--- src/rtl/logic_axi4_stream_credit_gate.sv ---
// Credit-gated AXI4-Stream pass-through. Credits arrive on credit_rx, and each beat or packet spends one.
// Define LOGIC_AXI4_STREAM_CREDIT_GATE_REGISTERED_EN to drive tx from a 2-entry skid buffer.
module logic_axi4_stream_credit_gate #(
  parameter int CREDIT_MAX   = 256,
  parameter int CREDIT_WIDTH = $clog2(CREDIT_MAX + 1),
  parameter int PACKETS      = 0,
  parameter int DATA_WIDTH   = 32,
  parameter int USER_WIDTH   = 1,
  parameter int DEST_WIDTH   = 1,
  parameter int ID_WIDTH     = 1,
  localparam int KEEP_WIDTH  = (DATA_WIDTH + 7) / 8
) (
  input  logic                    aclk,
  input  logic                    areset,
  // credit grants
  input  logic                    credit_rx_tvalid,
  output logic                    credit_rx_tready,
  input  logic [CREDIT_WIDTH-1:0] credit_rx_tdata,
  // gated data input
  input  logic                    rx_tvalid,
  output logic                    rx_tready,
  input  logic [DATA_WIDTH-1:0]   rx_tdata,
  input  logic                    rx_tlast,
  input  logic [KEEP_WIDTH-1:0]   rx_tstrb,
  input  logic [KEEP_WIDTH-1:0]   rx_tkeep,
  input  logic [USER_WIDTH-1:0]   rx_tuser,
  input  logic [DEST_WIDTH-1:0]   rx_tdest,
  input  logic [ID_WIDTH-1:0]     rx_tid,
  // gated data output
  output logic                    tx_tvalid,
  input  logic                    tx_tready,
  output logic [DATA_WIDTH-1:0]   tx_tdata,
  output logic                    tx_tlast,
  output logic [KEEP_WIDTH-1:0]   tx_tstrb,
  output logic [KEEP_WIDTH-1:0]   tx_tkeep,
  output logic [USER_WIDTH-1:0]   tx_tuser,
  output logic [DEST_WIDTH-1:0]   tx_tdest,
  output logic [ID_WIDTH-1:0]     tx_tid,
  output logic [CREDIT_WIDTH-1:0] credit
);

  localparam logic [CREDIT_WIDTH-1:0] LP_MAX     = CREDIT_WIDTH'(CREDIT_MAX);
  localparam logic [CREDIT_WIDTH:0]   LP_MAX_EXT = (CREDIT_WIDTH + 1)'(CREDIT_MAX);

  logic [CREDIT_WIDTH-1:0] r_credit;
  logic [CREDIT_WIDTH:0]   w_sum;
  logic [CREDIT_WIDTH-1:0] w_credit_next;
  logic                    w_credit_nz;
  logic                    w_credit_acc;
  logic                    w_rx_hs;
  logic                    w_consume;

  assign w_credit_nz      = (r_credit != '0);
  assign credit_rx_tready = (r_credit < LP_MAX);
  assign w_credit_acc     = credit_rx_tvalid && credit_rx_tready;
  assign w_rx_hs          = rx_tvalid && rx_tready;
  // In packet mode only the tlast beat spends a credit, so a started packet always completes.
  assign w_consume        = (PACKETS == 0) ? w_rx_hs : (w_rx_hs && rx_tlast);
  assign credit           = r_credit;

  // One extra bit holds credit + amount before the clamp, so no grant is lost to wrap.
  always_comb begin
    // NOTE: blocking assignments here build one combinational chain; defaults first keep it latch-free.
    w_sum = {1'b0, r_credit};
    if (w_credit_acc) w_sum = w_sum + {1'b0, credit_rx_tdata};
    if (w_consume)    w_sum = w_sum - (CREDIT_WIDTH + 1)'(1);
    w_credit_next = (w_sum > LP_MAX_EXT) ? LP_MAX : w_sum[CREDIT_WIDTH-1:0];
  end

  always_ff @(posedge aclk or posedge areset) begin
    if (areset) r_credit <= '0;
    else        r_credit <= w_credit_next;
  end

`ifdef LOGIC_AXI4_STREAM_CREDIT_GATE_REGISTERED_EN
  localparam int PAYLOAD_WIDTH = DATA_WIDTH + 1 + 2 * KEEP_WIDTH + USER_WIDTH + DEST_WIDTH + ID_WIDTH;

  logic [PAYLOAD_WIDTH-1:0] r_mem [2];
  logic                     r_wr_ptr;
  logic                     r_rd_ptr;
  logic [1:0]               r_count;
  logic [PAYLOAD_WIDTH-1:0] w_rx_payload;
  logic                     w_push;
  logic                     w_pop;

  assign w_rx_payload = {rx_tdata, rx_tlast, rx_tstrb, rx_tkeep, rx_tuser, rx_tdest, rx_tid};
  assign rx_tready    = (r_count != 2'd2) && w_credit_nz;
  assign tx_tvalid    = (r_count != 2'd0);
  assign w_push       = w_rx_hs;
  assign w_pop        = tx_tvalid && tx_tready;
  assign {tx_tdata, tx_tlast, tx_tstrb, tx_tkeep, tx_tuser, tx_tdest, tx_tid} = r_mem[r_rd_ptr];

  always_ff @(posedge aclk or posedge areset) begin
    if (areset) begin
      r_wr_ptr <= 1'b0;
      r_rd_ptr <= 1'b0;
      r_count  <= 2'd0;
    end else begin
      if (w_push) r_wr_ptr <= ~r_wr_ptr;
      if (w_pop)  r_rd_ptr <= ~r_rd_ptr;
      case ({w_push, w_pop})
        2'b10:   r_count <= r_count + 2'd1;
        2'b01:   r_count <= r_count - 2'd1;
        default: r_count <= r_count;
      endcase
    end
  end

  // NOTE: payload storage has no reset; r_count alone says which entries are valid.
  always_ff @(posedge aclk) begin
    if (w_push) r_mem[r_wr_ptr] <= w_rx_payload;
  end
`else
  assign tx_tvalid = rx_tvalid && w_credit_nz;
  assign rx_tready = tx_tready && w_credit_nz;
  assign tx_tdata  = rx_tdata;
  assign tx_tlast  = rx_tlast;
  assign tx_tstrb  = rx_tstrb;
  assign tx_tkeep  = rx_tkeep;
  assign tx_tuser  = rx_tuser;
  assign tx_tdest  = rx_tdest;
  assign tx_tid    = rx_tid;
`endif

endmodule

--- config.mk ---
export PLATFORM = sky130hd
export DESIGN_NAME = logic_axi4_stream_credit_gate
export DESIGN_NICKNAME = d
export VERILOG_FILES = /design/src/rtl/logic_axi4_stream_credit_gate.sv
export SDC_FILE = /design/constraint.sdc
export NUM_CORES = 1
export LEC_CHECK = 0
export ABC_AREA = 1
export ABC_CLOCK_PERIOD_IN_PS = 2700
export BUFFER_PORTS_ARGS = -buffer_cell sky130_fd_sc_hd__buf_4
export CORE_MARGIN = 3
export CORE_UTILIZATION = 35
export DETAILED_ROUTE_END_ITERATION = 12
export PLACE_DENSITY = 0.7
export SKIP_LAST_GASP = 1
export SYNTH_ARGS = -nofsm -noshare
export SYNTH_HDL_FRONTEND = slang
export SYNTH_SLANG_ARGS = --single-unit
--- constraint.sdc ---
create_clock -name aclk -period 2.7 [get_ports aclk]
set_input_delay 0.405 -clock aclk [delete_from_list [all_inputs] [get_ports aclk]]
set_output_delay 0.405 -clock aclk [all_outputs]
set_load 0.005 [all_outputs]
# Word-level counts from Yosys, hierarchy flattened
# Cells that the tools add are included.
[op_classes]
n_lt_le_gt_ge = 2
n_addsub = 2
n_reduce_logical = 5
muxes = 3
[ops]
columns = ["operator", "count"]
rows = [
  ["2-to-1 mux 10 bit", 2],
  ["adder 9 x 9 -> 10 bit", 1],
  ["> comparator 10 x 9 -> 1 bit, second input constant", 1],
  ["subtractor 10 x 1 -> 10 bit, second input constant", 1],
  ["< comparator 9 bit, second input constant", 1],
  ["2-to-1 mux 9 bit", 1],
  ["nonzero test 9 bit", 1],
  ["logical AND 1 bit", 4],
]
[word_totals]
regBits = 9
output_inout_bits = 56
input_bits = 58

# Logic depth before layout (Yosys ltp)
[depth]
ltp_word = 7
ltp_mapped = 20
ltp_nobuf = 20

# Least setup slack after synthesis
# Ideal clock, no wire load.
[synth_path]
path_type = "register to register"
start = "register r_credit[0], in the netlist credit[0]"
end = "register r_credit[2], in the netlist credit[2]"
stages_incl_launch_ff = 18
setup_ps = 123
n_path_buf = 0
arrival_time_ps = 2339
period_less_slack_ps = 2462
path_slack_ps = 238
required_time_ps = 2577
cell_sequence = "dfrtp_1 ha_1 inv_1 fa_1 nand2_4 nand2_4 ha_1 nand2_1 nor2_1 nand3_2 nor2_2 nand2_1 o21bai_1 nand2_1 inv_2 nand2_1 nand2_4 nor2_2"
[synth_via]
elab_chain_cells = 7
word_cells_on_any_way = 11
classes_between = "add/sub: 2; order compare: 2; mux: 3; reduce/logical: 4"
[synth_rtl]
columns = ["item", "line", "text"]
rows = [
  ["from (decl)", "45", "logic [CREDIT_WIDTH-1:0] r_credit;"],
  ["from (signal assigned)", "72", "else r_credit <= w_credit_next;"],
  ["< comparator 9 bit", "54", "assign credit_rx_tready = (r_credit < LP_MAX);"],
  ["logical AND 1 bit", "55", "assign w_credit_acc = credit_rx_tvalid && credit_rx_tready;"],
  ["2-to-1 mux 10 bit", "65", "if (w_credit_acc) w_sum = w_sum + {1'b0, credit_rx_tdata};"],
  ["subtractor 10 x 1 -> 10 bit", "66", "if (w_consume) w_sum = w_sum - (CREDIT_WIDTH + 1)'(1);"],
  ["2-to-1 mux 10 bit (*)", "66", ""],
  ["> comparator 10 x 9 -> 1 bit", "67", "w_credit_next = (w_sum > LP_MAX_EXT) ? LP_MAX : w_sum[CREDIT_WIDTH-1:0];"],
  ["2-to-1 mux 9 bit (*)", "67", ""],
  ["net w_credit_next[2]", "47", "logic [CREDIT_WIDTH-1:0] w_credit_next;"],
]
# The timed path passes the listed nets; every way through them passes the cells marked *.

# Worst setup path after layout
[layout_path]
start = "register r_credit[0], in the netlist credit[0]"
end = "register r_credit[4], in the netlist credit[4]"
# Same word-level chain as after synthesis.

==> results.py <==
metrics = {
    "run_status": {
        "status": "finished, final reports clean",
    },
    "grt": {
        "globalRouteOverflowTotal": 0,
        "top_usage_layer": "met2",
        "grt_pass1_vias": 1197,
        "antenna_found_initial": 0,
        "grtUsageTotal": 0.120,
        "grt_pass1_wl_um": 5120,
        "grt_use_met3": 0.0246,
        "grt_use_met2": 0.206,
        "grt_max_degree": 14,
        "grt_util_met1": 0.136,
    },
    "clock_tree": {
        "cts_buffer_depth": 2,
        "cts_tree": "done",
        "htreeDepth": 1,
        "cts_root_buf": "clkbuf_8",
        "clkLatencyLatePin_ns": 0.23,
        "cts_buffers": 3,
        "clkTransAtPathRegs_ns": 0.04,
        "cts_sinks": 9,
        "ctsHoldBuffers": 0,
    },
    "power_and_ir_drop": {
        "p_clk_frac": 0.082,
        "netSwitchingFraction": 0.526,
        "p_seq_frac": 0.142,
        "p_switching_mw": 0.971,
        "internal_power_mw": 0.874,
        "p_per_area_mw_per_mm2": 1120,
        "p_leak_nw": 0.895,
        "peakVddDrop_v": 0.000211,
        "p_total_mw": 1.84,
        "p_comb_frac": 0.776,
    },
    "yosys": {
        "synth_top_area_frac": 0.205,
        "async_flop_share": 1.00,
        "ys_seq_elements": 9,
        "synthMostInstantiatedCell": "nand2_1",
        "ys_seq_area_frac": 0.140,
        "synth_common_cells": "nand2_1 (55), buf_4 (44), inv_1 (32), nand3_1 (22), nor2_1 (18)",
        "synthCells": 246,
        "synth-edff-count": 0,
        "synthTopCellsByArea": "buf_4 (21%), dfrtp_1 (14%), nand2_1 (13%)",
        "netlist_area_mm2": 0.00161,
        "yosys_warnings": 0,
        "synthFlopType": "dfrtp_1",
        "synth_top_area_cell": "buf_4",
        "synth.avg_cell_area_um2": 6.54,
        "synth_fp_nets": 315,
        "synth.distinct_cells": 27,
    },
    "routing": {
        "vias_per_cell": 4.54,
        "wl_per_cell_um": 10.9,
        "dr.first_iter.drc_count": 51,
        "detail-route-antenna-nets": 0,
        "totalWireLength_um": 3160,
        "first_pass_iters": 4,
        "drc": 0,
        "vias": 1311,
    },
    "layout": {
        "final_cell_area_mm2": 0.00165,
        "drive_above_1_share": 0.329,
        "diodes": 0,
        "area_growth_pct": 2.80,
        "largest_register_ffs": 9,
        "final_util": 0.377,
        "final_nets": 307,
    },
    "setup_path": {
        "crit_required_ns": 2.82,
        "critPathSlowestCell": "fa_2",
        "crit_fanout": 8,
        "path_class": "flop to flop",
        "endpoint_kind": "flop",
        "startpoint_type": "flop",
        "reg2reg_depth": 17,
        "crit_chain": "ha_2 > inv_2 > fa_2 > nand2_4 > nand2_4 > ha_2 > nand2_1 > nor2_2 > nand3_2 > nor2_2 > nand2_1 > o21bai_1 > nand2_1 > inv_2 > nand2_2 > nand2_4 > nor2_2",
        "arrival_ns": 2.66,
        "cpPeakStageDelay_ns": 0.56,
    },
    "timing": {
        "fin_crit_ns": 2.54,
        "report.final.slew_viol_count": 0,
        "slew_headroom": 0.745,
        "rsz0062_at_grt": "true",
        "fmax_ghz": 0.393,
        "setup_viol_count_final": 0,
        "finClkSkew_ns": 0.00257,
        "final.setup.tns_ns": 0,
        "worstMarginPinSlew_ns": 0.380,
        "timing.final.crit_share": 0.942,
        "finalHoldViolations": 0,
    },
    "placed_design": {
        "placedInstanceArea_mm2": 0.00156,
        "io_buffers": 25,
        "routabilityCongestion": 0.831,
        "hpwlAfterDp_um": 2600,
    },
    "floorplan": {
        "die_x_um": 73.8,
        "coreArea_mm2": 0.00438,
        "pin_count": 114,
        "dieHeight_um": 73.8,
        "num_rows": 24,
        "die_area_mm2": 0.00544,
        "start_util": 0.367,
    },
    "hold_path": {
        "hold_path.class": "input pin to async pin",
    },
    "run": {
        "cap_violations": 0,
    },
}
metrics by stage:
| step | setup slack (ns) | hold WS, ns | instances |
|---|---|---|---|
| final | 0.157 | 0.130 | 289 |
| after global routing | -0.0185 | 0.166 | 289 |
| after CTS | 0.139 | 0.135 | 287 |
| after detailed placement | 0.0389 | 0.386 | 283 |
| after global placement | 0.0712 | 0.377 | 283 |
| after floorplan | 0.238 | 0.233 | 246 |
path summary, 6_finish.rpt:
path / slack (ns) / startpoint / end
worst max-delay path: 0.16 / credit[0] / credit[4]
worst min-delay path: 0.13 / areset / credit[4]
worst max register to register: 0.16 / credit[0] / credit[4]
worst min register to register: 0.87 / credit[0] / credit[0]
max in group asynchronous: 2.33 / areset / credit[5]
min in group aclk: 0.55 / rx_tvalid / credit[0]
worst max-delay path, delay by kind of cell (launching register included):
kind / cells / cell delay (ns)
buffers and inverters: 2 / 0.10
adders and majority gates: 3 / 0.92
AOI/OAI and AO/OA: 1 / 0.13
and+or+nand+nor: 11 / 0.91
DFF: 1 / 0.36
power by group through the flow:
stage,combinational [mW],clock (mW),sequential (mW)
6_report,1.43,0.152,0.262
5_1_grt,1.62,0.166,0.271
4_1_cts,1.36,0.159,0.264
3_5_place_dp,1.35,0,0.266
3_3_place_gp,1.33,0,0.266
2_1_floorplan,1.04,0,0.252
logic make-up (layout without fill, tap and decap cells):
kind of cell	count (synthesis)	after routing	synth area share
buffers and inverters	83	74	0.301
adders and majority gates	11	11	0.0903
and+or+nand+nor	129	129	0.412
AOI/OAI and AO/OA	11	11	0.0358
DFF	9	9	0.140
xor gates and xnor gates	3	3	0.0210
layout by cell type (no fill, tap or decap), drive strengths merged:
| cell type | count |
|---|---|
| dfrtp | 9 |
| inv | 37 |
| buf | 32 |
| fa | 1 |
| nand3b | 2 |
| nand2 | 66 |
| clkinv | 1 |
| o21ai | 6 |
| ha | 10 |
| or2 | 3 |
| nand3 | 26 |
| clkbuf | 4 |
| xor2 | 2 |
| xnor2 | 1 |
| a21oi | 4 |
| o21bai | 1 |
| nor2 | 32 |
layout make-up:
type | instances | area (um2)
clock buffers | 4 | 45.0
well taps | 52 | 65.1
multi-input cells | 154 | 935
flip-flops and latches | 9 | 225
fillers | 467 | 2730
inverters | 38 | 143
repair buffers | 32 | 240
layer usage:
layer,part of all wire,vias to the layer above
li1,-,691
met1,0.43,589
met2,0.50,22
met3,0.052,9
met4,0.016,0
met5,0,-
what timing repair did:
item	CTS	global route
buffers inserted	0	2
gates resized for setup	0	10
endpoints found under the setup margin	0	8
No activity file was read; power rests on OpenSTA's default activity.
